`config.mk`:
```
export PLATFORM = sky130hd
export DESIGN_NAME = bank_people_counter
export DESIGN_NICKNAME = d
export VERILOG_FILES = /design/src/rtl/bank_people_counter.sv
export SDC_FILE = /design/constraint.sdc
export NUM_CORES = 1
export LEC_CHECK = 0
export ABC_AREA = 0
export ABC_CLOCK_PERIOD_IN_PS = 1500
export CAP_MARGIN = 30
export CORE_AREA = 10 10 51 53
export CTS_BUF_LIST = sky130_fd_sc_hd__clkbuf_8 sky130_fd_sc_hd__clkbuf_16
export DETAILED_ROUTE_END_ITERATION = 8
export DIE_AREA = 0 0 61 63
export GPL_TIMING_DRIVEN = 0
export PLACE_DENSITY = 0.7
export SETUP_SLACK_MARGIN = 0.05
export SKIP_CTS_REPAIR_TIMING = 1
export SYNTH_ARGS = -nofsm -noshare
export SYNTH_HDL_FRONTEND = slang
export SYNTH_SLANG_ARGS = --single-unit
export TNS_END_PERCENT = 100
```
`constraint.sdc`:
```
create_clock -name clk -period 1.5 [get_ports clk]
set_input_delay 0.225 -clock clk [delete_from_list [all_inputs] [get_ports clk]]
set_output_delay 0.225 -clock clk [all_outputs]
set_load 0.02 [all_outputs]
```
`src/rtl/bank_people_counter.sv`:
```
// Bank occupancy front end: synchronises and debounces the entry/exit photocells,
// turns debounced rising edges into one-cycle count pulses and tracks a saturating occupancy.
module bank_people_counter #(
  parameter int DEB_CYCLES = 4,
  parameter int CNT_W      = 3
) (
  input  logic             clk,
  input  logic             reset,
  input  logic             sensor_in,
  input  logic             sensor_out,
  input  logic             bank_open,
  output logic             up_count,
  output logic             down_count,
  output logic [CNT_W-1:0] pcount
);

  localparam int                CW       = (DEB_CYCLES > 2) ? $clog2(DEB_CYCLES) : 1;
  localparam logic [CW-1:0]     CNT_LAST = CW'(DEB_CYCLES - 1);
  localparam logic [CNT_W-1:0]  MAX      = {CNT_W{1'b1}};

  // Index 0 is the entry sensor, index 1 the exit sensor.
  logic [1:0]         raw_s;
  logic [1:0]         sync1_q, sync1_d;
  logic [1:0]         sync2_q, sync2_d;
  logic [1:0]         deb_q, deb_d;
  logic [1:0]         deb_dly_q, deb_dly_d;
  logic [1:0][CW-1:0] cnt_q, cnt_d;
  logic [1:0]         event_s;
  logic               entry_ok_s;
  logic               up_count_q, up_count_d;
  logic               down_count_q, down_count_d;
  logic [CNT_W-1:0]   pcount_q, pcount_d;

  assign raw_s = {sensor_out, sensor_in};

  // Synchroniser shift and debounce filter; a level is accepted only after it holds DEB_CYCLES edges.
  always_comb begin
    sync1_d   = raw_s;
    sync2_d   = sync1_q;
    deb_dly_d = deb_q;
    deb_d     = deb_q;
    cnt_d     = cnt_q;
    for (int i = 0; i < 2; i++) begin
      if (sync2_q[i] != deb_q[i]) begin
        if (cnt_q[i] == CNT_LAST) begin
          deb_d[i] = sync2_q[i];
          cnt_d[i] = {CW{1'b0}};
        end else begin
          cnt_d[i] = cnt_q[i] + CW'(1);
        end
      end else begin
        cnt_d[i] = {CW{1'b0}};
      end
    end
  end

  assign event_s    = deb_q & ~deb_dly_q;
  assign entry_ok_s = event_s[0] & bank_open;

  // Pulses come straight from events; pcount follows the pulses one cycle later
  // so the pulse cycle still shows the pre-update occupancy.
  always_comb begin
    up_count_d   = entry_ok_s & ~event_s[1];
    down_count_d = event_s[1] & ~entry_ok_s;
    if (up_count_q) begin
      if (pcount_q == MAX) begin
        pcount_d = pcount_q;
      end else begin
        pcount_d = pcount_q + CNT_W'(1);
      end
    end else if (down_count_q) begin
      if (pcount_q == {CNT_W{1'b0}}) begin
        pcount_d = pcount_q;
      end else begin
        pcount_d = pcount_q - CNT_W'(1);
      end
    end else begin
      pcount_d = pcount_q;
    end
  end

  // State registers with asynchronous active-low clear.
  always_ff @(posedge clk or negedge reset) begin
    if (!reset) begin
      sync1_q      <= 2'b00;
      sync2_q      <= 2'b00;
      deb_q        <= 2'b00;
      deb_dly_q    <= 2'b00;
      cnt_q        <= {2*CW{1'b0}};
      up_count_q   <= 1'b0;
      down_count_q <= 1'b0;
      pcount_q     <= {CNT_W{1'b0}};
    end else begin
      sync1_q      <= sync1_d;
      sync2_q      <= sync2_d;
      deb_q        <= deb_d;
      deb_dly_q    <= deb_dly_d;
      cnt_q        <= cnt_d;
      up_count_q   <= up_count_d;
      down_count_q <= down_count_d;
      pcount_q     <= pcount_d;
    end
  end

  assign up_count   = up_count_q;
  assign down_count = down_count_q;
  assign pcount     = pcount_q;

endmodule
```
; ---- After elaboration in Yosys (flattened, before gate mapping)
; Index checks and enable logic that the tools add are counted.
[word_totals]
register_bits = 17
wordCells = 41
in_bits = 5
output_inout_bits = 5
[classes]
mux = 8
n_reduce_logical = 5
n_addsub = 4
n_eq_ne = 7
bitwise_logic = 7
[ops]
columns = cell, count
row1 = 3-bit two-way mux, 4
row2 = 2-bit two-way mux, 4
row3 = "2-bit by 1-bit adder with 2-bit output, second input constant", 2
row4 = "2-bit == test, second input constant", 2
row5 = "2-bit inequality test, second input constant", 2
row6 = 2-bit AND reduction, 2
row7 = "3-bit by 1-bit adder with 3-bit output, second input constant", 1
row8 = 1-bit AND, 3
row9 = "3-bit == test, second input constant", 1
row10 = 3-bit logical NOT, 1
row11 = 3-bit AND reduction, 1
row12 = "3-bit by 1-bit subtractor with 3-bit output, second input constant", 1
row13 = 2-bit AND, 1
row14 = 1-bit inequality test, 2
row15 = 1-bit NOT, 2
row16 = 2-bit NOT, 1
row17 = 2-bit nonzero test, 1

; ---- Depth between registers and ports, before layout
; Gate-level depths: netlist of run 1.
[depth]
depth_word = 5
depth_mapped = 6
mapped_depth_nobuf = 5

; ---- Worst setup path after synthesis of run 1
; No wires, ideal clock.
[synth_path]
path_type = reg2reg
from = register up_count_q, in the netlist up_count
to = register pcount_q[2], in the netlist pcount[2]
n_path_buf = 1
setup_ps = 120
slack_ps = -200
t_required_ps = 1380
path_stages_with_launch = 7
arrival_ps = 1580
period_less_slack_ps = 1700
cell_sequence = dfrtp_1 -> buf_6 -> inv_1 -> fa_1 -> nor3b_1 -> o21ai_0 -> o211a_1
[synth_via]
elab_chain_cells = 2
elab_cells_between_ends = 5
cone_classes = eq/ne (2) / mux (1) / reduce/logical (2)
[synth_lines]
columns = element, line
row1 = start: declaration, 30  ; logic up_count_q, up_count_d;
row2 = start signal: assignment, 99  ; up_count_q <= up_count_d;
row3 = 2-bit inequality test (no source line) / 2-bit nonzero test (equally long branches), -
row4 = 3-bit AND reduction (no source line), -
row5 = end signal: assignment, 92  ; pcount_q <= {CNT_W{1'b0}};
row6 = end signal: assignment, 101  ; pcount_q <= pcount_d;
row7 = end: declaration, 32  ; logic [CNT_W-1:0] pcount_q, pcount_d;
; Several ways; a longest one is shown, not always the timed one.
; A chain may end at the register's enable or synchronous reset.

; ---- Final worst setup path of run 1
[layout_path]
from = register up_count_q, in the netlist up_count
to = register pcount_q[1], in the netlist pcount[1]
[layout_via]
elab_cells_between_ends = 5
cone_classes = eq/ne (2) / mux (1) / reduce/logical (2)
[layout_rtl]
columns = element, line
row1 = 3-bit two-way mux, 65  ; if (up_count_q) begin
row2 = named net pcount_d[1], 32
; The timed path passes the listed nets, and every way through them passes these cells.

==> results of run 1 <==
==> cell families after synthesis <==
group,synth area share (%)
buffers and inverters,2.708
multiplexers,3.249
AO/OA/AOI/OAI,11.73
flip-flops,61.37
adder cells (fa/ha/maj),6.498
XOR/XNOR,2.528
AND/OR/NAND/NOR,11.91
==> worst reg2reg max path: stages (launching register included) <==
cell and delay, ps:
dfrtp_2 410, buf_6 130, inv_4 40, fa_2 450, a32o_1 230, nand2_1 80
nand3_2 60
==> final timing paths <==
path	end	slack (ps)	start	depth (start not counted)
setup / recovery	pcount[1]	-30	up_count	6
min in group asynchronous	sync1_q[0]	400	reset	1
max in group asynchronous	up_count	610	reset	1
hold / removal	sync2_q[1]	350	sync1_q[1]	0
hold reg to reg	sync2_q[1]	350	sync1_q[1]	0
setup reg to reg	pcount[1]	-30	up_count	6
==> Yosys cell counts, types with 2 or more instances <==
| cell | instances | share of area, % |
|---|---|---|
| mux2_2 | 2 | 3.2 |
| dfrtp_1 | 17 | 61 |
| xnor2_1 | 2 | 2.5 |
| o21ai_0 | 3 | 2.2 |
| inv_1 | 2 | 1.1 |
| ha_1 | 2 | 3.6 |
| nor2b_1 | 3 | 2.7 |
| nand2_1 | 4 | 2.2 |
| nor3_1 | 4 | 2.9 |
| nor2_1 | 2 | 1.1 |
==> layer usage <==
layer	track usage (%)	vias up	part of all wire, %	wire [um]
met5	0	-	0	0
met4	6.593	0	3.6	42
met3	2.033	4	4.7	55
met2	9.439	19	46	537
met1	6.966	225	46	542
li1	-	221	-	-
==> final cells by class <==
type,instances,area (um^2)
multi-input combinational,34,261.5
sequential,17,429.2
fill,149,748.2
clock inverter,1,3.754
timing repair buffer,12,125.1
tap,17,21.27
clock buffer,3,41.29
inverter,2,10.01
buffer,1,11.26
==> metrics by stage <==
step | worst slack (ps) | util, % | std cells | TNS, ps
3_3_place_gp | -4.513 | 49.24 | 80 | -4.513
5_1_grt | -70.52 | 54.70 | 87 | -70.52
2_1_floorplan | -11.72 | - | 54 | -11.72
6_report | -26.83 | 54.70 | 87 | -26.83
4_1_cts | -155.8 | 51.97 | 84 | -458.1
3_5_place_dp | -33.87 | 49.24 | 80 | -33.87
==> state kept, by name, indices dropped and copies added, names as in the netlist <==
name,count
up_count,1
sync1_q,2
cnt_q,4
down_count,1
deb_dly_q,2
sync2_q,2
pcount,3
deb_dly_d,2
==> power by group through the flow <==
stage	logic, W	registers [W]	clock network [W]
2_1_floorplan	0.000419	0.000841	0
3_3_place_gp	0.000678	0.000795	0
3_5_place_dp	0.000715	0.000809	0
4_1_cts	0.000715	0.000802	0.000326
5_1_grt	0.000824	0.000830	0.000353
6_report	0.000740	0.000799	0.000313
==> metrics.txt, run 1 <==
DR vias=469; RSZ-0062 raised after global routing=yes; area delta synth->final=30.32%; Final Max Tran Viols=0; placed cell area=around 800 um^2; Worst-Skew Late Latency=about 240 ps; Cell Rows=15; clock power share=about 17%; Ant. Diodes=0; Pleak=between 0.4 and 0.5 nW; status=complete, but fails checks; number of global-route vias before repair=464; Synthesis Warnings=0; sequential share of power=43.1%; post-synth cell types=23; cell breakdown of the critical path=buf_6 -> inv_4 -> fa_2 -> a32o_1 -> nand2_1 -> nand3_2; relative slew slack=53.22%; clock-pin slew on the worst setup and hold paths=60 ps; Mapped Area=693.2 um^2; most common cell after layout, fill and taps aside=dfrtp_1; Switching Fraction=34.50%; chip height=63 um; GRT Total Usage=6.549%; pwr/cell area=2051 nW/um^2; post-route antenna net violation count=0; commonest non-fill, non-tap cells in the layout=dfrtp_1, dlymetal6s2s_1, nor3_1, nand2_1, clkdlybuf4s50_1; WL/cell=about 14 um; Pint=0.001214 W; Initial Utilization=41.97%; CTS Root Cell=clkbuf_8; combinational power share=39.9%; core area=1652 um^2; average instance area after synthesis=12.84 um^2; Bufs and invs on worst path=2; minimum clock period=1527 ps; Hold Vio Cnt, Final=0; CTS tree=yes; hold crit path type=reg2reg; largest net degree at the start of global routing=18; post-route setup slack=-26.83 ps; fraction of layout cells with a size suffix above 1=between 20% and 30%; share of async-settable or async-resettable flops after synthesis=between 90% and 100%; worst clock skew=between 0.5 and 0.6 ps; dpl hpwl=848.4 um; fmax=between 600 and 700 MHz; design area=903.4 um^2; drt pass-1 iters=4; GP Congestion=0.7554; global route overflow=0; Critical Path AT=about 1700 ps; worst vdd ir=0.0009112 V; total power=roughly 0.0019 W; crit-path max cell delay=450 ps; register area share after synthesis=61.37%; violated checks=negative setup slack; # IOs=10; endpoints failing setup=1; nets=79; Sinks on Clock Net=17; DIE AREA=between 3000 and 4000 um^2; Critical Path Start Type=flop; die width=61 um; top_reg_cell synth=dfrtp_1; Net Switching=0.0006391 W; Clock Path Buffers=2; Worst setup EP type=flop; IO Port Bufs=9; Hold WS=roughly 350 ps; initial antenna violation count=0; post-synth net total=just over 60; CP max stage cell=fa_2; actual transition at the worst max-transition pin=roughly 700 ps; via/cell ratio=~5.4; Routed Wire Length=1177 um; first-pass GRT wire length=1897 um; Worst EP required=1620 ps; DRC Markers=0; Post-synth EDFFs=0; critical path type=reg2reg; initial DRC count=3; Crit path max-delay family=adder cells; worst-path fanout max=4; Mapped Cells=54; number of synthesized register bits=17; number of max-cap violations=0; H-tree depth=1; Num CTS Buffers=3; fin crit share=101.8%
(Power assumes the default switching activity.)
==> run 2: changes to the inputs <==
--- a/config.mk
+++ b/config.mk
@@ -8,12 +8,14 @@
 export ABC_AREA = 0
 export ABC_CLOCK_PERIOD_IN_PS = 1500
 export CAP_MARGIN = 30
-export CORE_AREA = 10 10 51 53
+export CELL_PAD_IN_SITES_DETAIL_PLACEMENT = 1
+export CELL_PAD_IN_SITES_GLOBAL_PLACEMENT = 2
+export CORE_AREA = 10 10 59 61
 export CTS_BUF_LIST = sky130_fd_sc_hd__clkbuf_8 sky130_fd_sc_hd__clkbuf_16
 export DETAILED_ROUTE_END_ITERATION = 8
-export DIE_AREA = 0 0 61 63
+export DIE_AREA = 0 0 69 71
 export GPL_TIMING_DRIVEN = 0
-export PLACE_DENSITY = 0.7
+export PLACE_DENSITY = 0.71
 export SETUP_SLACK_MARGIN = 0.05
 export SKIP_CTS_REPAIR_TIMING = 1
 export SYNTH_ARGS = -nofsm -noshare
==> metrics.txt, run 2 (synthesis gave the netlist of run 1 again) <==
# IOs=10 (unchanged); violated checks=negative setup slack; number of max-cap violations=0 (unchanged); Initial Utilization=29.04% (-13 points); worst clock skew=2.051 ps (+1.453 ps); Final Max Tran Viols=0 (unchanged); hold crit path type=reg2reg; DR vias=473 (+0.85%); RSZ-0062 raised after global routing=yes; Largest register FFs=4 (unchanged); Worst setup EP type=flop; clock-pin slew on the worst setup and hold paths=60 ps (about the same); Critical Path Start Type=flop; Top reg by flops=cnt_q; Hold Vio Cnt, Final=0 (unchanged); Min-Delay Endpoint=sync2_q[0]; nets=79 (unchanged); fraction of layout cells with a size suffix above 1=25.71% (+1.4 points); DRC Markers=0 (unchanged); filler cell count=275 (+85%); GP Congestion=0.6191 (-18%); status=complete, but fails checks; actual transition at the worst max-transition pin=716.3 ps (+16.71 ps); Cell Rows=18 (+3); Worst-Skew Late Latency=250 ps (about the same); via/cell ratio=4.730 (-12%); IO Port Bufs=9 (unchanged); initial DRC count=22 (+19); core area=2387 um^2 (+45%); relative slew slack=52.10% (-1.1 points); endpoints failing setup=1 (unchanged); CTS Root Cell=clkbuf_8; Clock Path Buffers=2 (unchanged); Pleak=0.4714 nW (-0.37%); chip height=71 um (+13%); R2R Path Start=up_count; Num CTS Buffers=3 (unchanged); Worst Reg-to-Reg Cells=6 (unchanged); most common cell after layout, fill and taps aside=dfrtp_1; CP max stage cell=fa_2; Routed Wire Length=1293 um (+9.9%); CTS tree=yes; worst vdd ir=0.0007085 V (-22%); area delta synth->final=32.85%; crit-path max cell delay=450 ps (about the same); fmax=662.1 MHz (+1.1%); setup slack, reg-to-reg=-10 ps (+20 ps); minimum clock period=1510 ps (-16.42 ps); fin crit share=100.7% (-1.1 points); Critical Path AT=1650 ps (about the same); global route overflow=0 (unchanged); Final TNS setup=-10.41 ps (+16.42 ps); Bufs and invs on worst path=2 (unchanged); largest net degree at the start of global routing=18 (unchanged); post-placement setup slack=-24.20 ps (+9.668 ps); post-route setup slack=-10.41 ps (+16.42 ps); pwr/cell area=2041 nW/um^2 (-0.51%); worst-path fanout max=4 (unchanged); GRT Total Usage=5.251% (-1.3 points); H-tree depth=1 (unchanged); Crit path max-delay family=adder cells; dpl hpwl=946.9 um (+12%); first-pass GRT wire length=2221 um (+17%); Ant. Diodes=0 (unchanged); critical path type=reg2reg; commonest non-fill, non-tap cells in the layout=dfrtp_1, dlymetal6s2s_1, nor3_1, nand2_1, clkdlybuf4s50_1; Sinks on Clock Net=17 (unchanged); hold path cells=0 (unchanged); reg-to-reg critical path endpoint=pcount[1]; die width=69 um (+13%); WL/cell=12.93 um (-4.4%); DIE AREA=4899 um^2 (+27%); Worst Hold Launch=sync1_q[0]; number of global-route vias before repair=542 (+17%); drt pass-1 iters=4 (unchanged); cell breakdown of the critical path=buf_6 -> inv_4 -> fa_2 -> a32o_1 -> nand2_1 -> nand3_2; Worst EP required=1630 ps (about the same); post-route antenna net violation count=0 (unchanged); initial antenna violation count=0 (unchanged)
## run 2: per-layer routing
layer  GRT usage [%]  vias up  routed length (um)  part of all wire (%)
met1           4.773      236                 613                    47
met3           2.232        4                  55                   4.3
met4           3.356        0                  23                   1.8
met5               0        -                   0                     0
met2           9.451       12                 601                    46
li1                -      221                   -                     -
## run 2: per-stage QoR
stage | total power (W) | util [%] | std cells | hold WS, ps | cell area, um^2
after floorplan | 0.001260 | - | 54 | -70.59 | 701.9
after global placement | 0.001507 | 34.75 | 93 | 334.0 | 829.5
after detailed placement | 0.001528 | 34.75 | 93 | 344.2 | 829.5
after CTS | 0.001874 | 36.69 | 97 | 365.5 | 875.8
after global routing | 0.002040 | 38.57 | 100 | 370.8 | 920.9
final | 0.001879 | 38.57 | 100 | 358.2 | 920.9
## run 2: final cells by class
class,count,area (um^2),share of cell area [%]
buffer,1,11.26,1.223
clock buffer,3,41.29,4.484
clock inverter,1,5.005,0.5435
inverter,2,10.01,1.087
multi-input combinational,34,261.5,28.40
sequential,17,429.2,46.60
tap,30,37.54,4.076
timing repair buffer,12,125.1,13.59
## run 2: how the worst max path moves through the flow
stage	from	to	slack [ps]	cells after the start
2_1_floorplan	up_count	pcount[1]	-10	6
3_3_place_gp	up_count	pcount[1]	-20	6
3_5_place_dp	up_count	pcount[1]	-20	6
4_1_cts	pcount[0]	pcount[0]	-190	1
5_1_grt	up_count	pcount[1]	-100	6
6_report	up_count	pcount[1]	-10	6
## run 2: power by group
group | internal, W | switching [W] | leakage [nW]
combinational | 0.000404 | 0.000334 | 0.240
clock | 0.000184 | 0.000150 | 0.0255
sequential | 0.000630 | 0.000177 | 0.206
total | 0.00122 | 0.000661 | 0.471
==> run 3: changes to the inputs <==
--- a/config.mk
+++ b/config.mk
@@ -10,10 +10,10 @@
 export CAP_MARGIN = 30
 export CELL_PAD_IN_SITES_DETAIL_PLACEMENT = 1
 export CELL_PAD_IN_SITES_GLOBAL_PLACEMENT = 2
-export CORE_AREA = 10 10 59 61
+export CORE_AREA = 5 5 54 56
 export CTS_BUF_LIST = sky130_fd_sc_hd__clkbuf_8 sky130_fd_sc_hd__clkbuf_16
 export DETAILED_ROUTE_END_ITERATION = 8
-export DIE_AREA = 0 0 69 71
+export DIE_AREA = 0 0 59 61
 export GPL_TIMING_DRIVEN = 0
 export PLACE_DENSITY = 0.71
 export SETUP_SLACK_MARGIN = 0.05
==> metrics.txt, run 3 (synthesis gave the netlist of run 1 again) <==
status=complete, but fails checks; violated checks=negative setup slack; pwr/cell area=2031 nW/um^2 (-0.46%); drt pass-1 iters=2 (-2); worst clock skew=1.221 ps (-0.8307 ps); H-tree depth=1 (unchanged); Num CTS Buffers=3 (unchanged); CP max stage cell=fa_2; Final Max Tran Viols=0 (unchanged); non-filler instance count after layout=100 (unchanged); critical path type=reg2reg; CTS Root Cell=clkbuf_8; worst vdd ir=0.0008224 V (+16%); Critical Path Start Type=flop; WL/cell=11.52 um (-11%); Top reg by flops=cnt_q; Placed Cells=93 (unchanged); global route overflow=0 (unchanged); actual transition at the worst max-transition pin=696.1 ps (-20.21 ps); nets=79 (unchanged); IO Port Bufs=9 (unchanged); initial antenna violation count=0 (unchanged); CTS tree=yes; setup slack, reg-to-reg=-30 ps (-20 ps); Pleak=0.4679 nW (-0.74%); initial DRC count=6 (-73%); DIE AREA=3599 um^2 (-27%); Worst setup EP type=flop; Final TNS setup=-28.83 ps (-18.43 ps); DR vias=470 (-0.63%); fraction of layout cells with a size suffix above 1=22.86% (-2.9 points); die width=59 um (-14%); Bufs and invs on worst path=2 (unchanged); dpl hpwl=860.4 um (-9.1%); R2R Path Start=up_count; worst-path fanout max=5 (+1); reg-to-reg critical path endpoint=pcount[1]; post-route setup slack=-28.83 ps (-18.43 ps); Worst EP required=1630 ps (about the same); core area=2387 um^2 (unchanged); post-route antenna net violation count=0 (unchanged); crit-path max cell delay=450 ps (about the same); minimum clock period=1529 ps (+18.43 ps); RSZ-0062 raised after global routing=yes; area delta synth->final=31.59%; Critical Path AT=1650 ps (about the same); fin crit share=101.9% (+1.2 points); relative slew slack=53.45% (+1.4 points); Largest register FFs=4 (unchanged); clock-pin slew on the worst setup and hold paths=60 ps (about the same); hold crit path type=reg2reg; Hold Vio Cnt, Final=0 (unchanged); Crit path max-delay family=adder cells; # IOs=10 (unchanged); number of max-cap violations=0 (unchanged); largest net degree at the start of global routing=18 (unchanged); Worst Reg-to-Reg Cells=6 (unchanged); chip height=61 um (-14%); Ant. Diodes=0 (unchanged); Routed Wire Length=1152 um (-11%); most common cell after layout, fill and taps aside=dfrtp_1; cell breakdown of the critical path=buf_6 -> inv_2 -> fa_2 -> a32o_1 -> nand2_1 -> nand3_1; Cell Rows=18 (unchanged); Sinks on Clock Net=17 (unchanged); Critical Path Stages=6 (unchanged); fmax=654.1 MHz (-1.2%); Worst-Skew Late Latency=240 ps (about the same); first-pass GRT wire length=1966 um (-11%); Initial Utilization=29.04% (unchanged); Setup crit end=pcount[1]; Clock Path Buffers=2 (unchanged); via/cell ratio=4.700 (-0.63%); endpoints failing setup=1 (unchanged); GRT Total Usage=7.315% (+2.1 points); DRC Markers=0 (unchanged); GP Congestion=0.6508 (+5.1%); number of global-route vias before repair=459 (-15%); CP startpoint=up_count; commonest non-fill, non-tap cells in the layout=dfrtp_1, dlymetal6s2s_1, nor3_1, nand2_1, clkdlybuf4s50_1
==> run 3: metal layers <==
layer  track usage (%)  part of all wire [%]
met1             8.827                    47
met2             11.83                    48
met3             2.766                   5.2
met4             2.913                     0
met5                 0                     0
==> run 3: layout make-up <==
type / count / area, um^2
well taps: 30 / 37.54
repair buffers: 12 / 125.1
clock inverters: 1 / 5.005
inverters: 2 / 7.507
clock buffers: 3 / 41.29
plain buffers: 1 / 11.26
flip-flops and latches: 17 / 427.9
multi-input cells: 34 / 256.5
fillers: 269 / 1475
==> run 3: worst min path at each step <==
stage / from / endpoint / slack [ps] / cells past startpoint
floorplan: reset / cnt_q[0] / -70 / 0
global placement: sync1_q[0] / sync2_q[0] / 340 / 0
detailed placement: sync1_q[0] / sync2_q[0] / 340 / 0
CTS: sync1_q[0] / sync2_q[0] / 360 / 0
global route: sync1_q[0] / sync2_q[0] / 370 / 0
finish: sync1_q[0] / sync2_q[0] / 350 / 0
==> run 3: report_power, final <==
part	switching [W]	internal, W	leakage [nW]
sequential	0.000181	0.000627	0.207
clock	0.000142	0.000184	0.0255
combinational	0.000325	0.000394	0.235
total	0.000648	0.00120	0.468
==> run 3: stage by stage <==
stage               utilization (%)  setup slack, ps  power [W]  hold slack, ps  area, um^2
CTS                           36.69           -172.9   0.001866           356.8       875.8
global placement              34.75           -2.702   0.001488           336.1       829.5
finish                        38.21           -28.83   0.001853           354.7       912.1
global route                  38.21           -94.39   0.001996           370.0       912.1
detailed placement            34.75           -40.44   0.001526           341.9       829.5
floorplan                         -           -11.72   0.001260          -70.59       701.9
==> run 3: worst reg2reg max path, cell delays in order, from the launching register on <==
cell	delay [ps]
dfrtp_2	430
buf_6	130
inv_2	50
fa_2	450
a32o_1	220
nand2_1	70
nand3_1	70
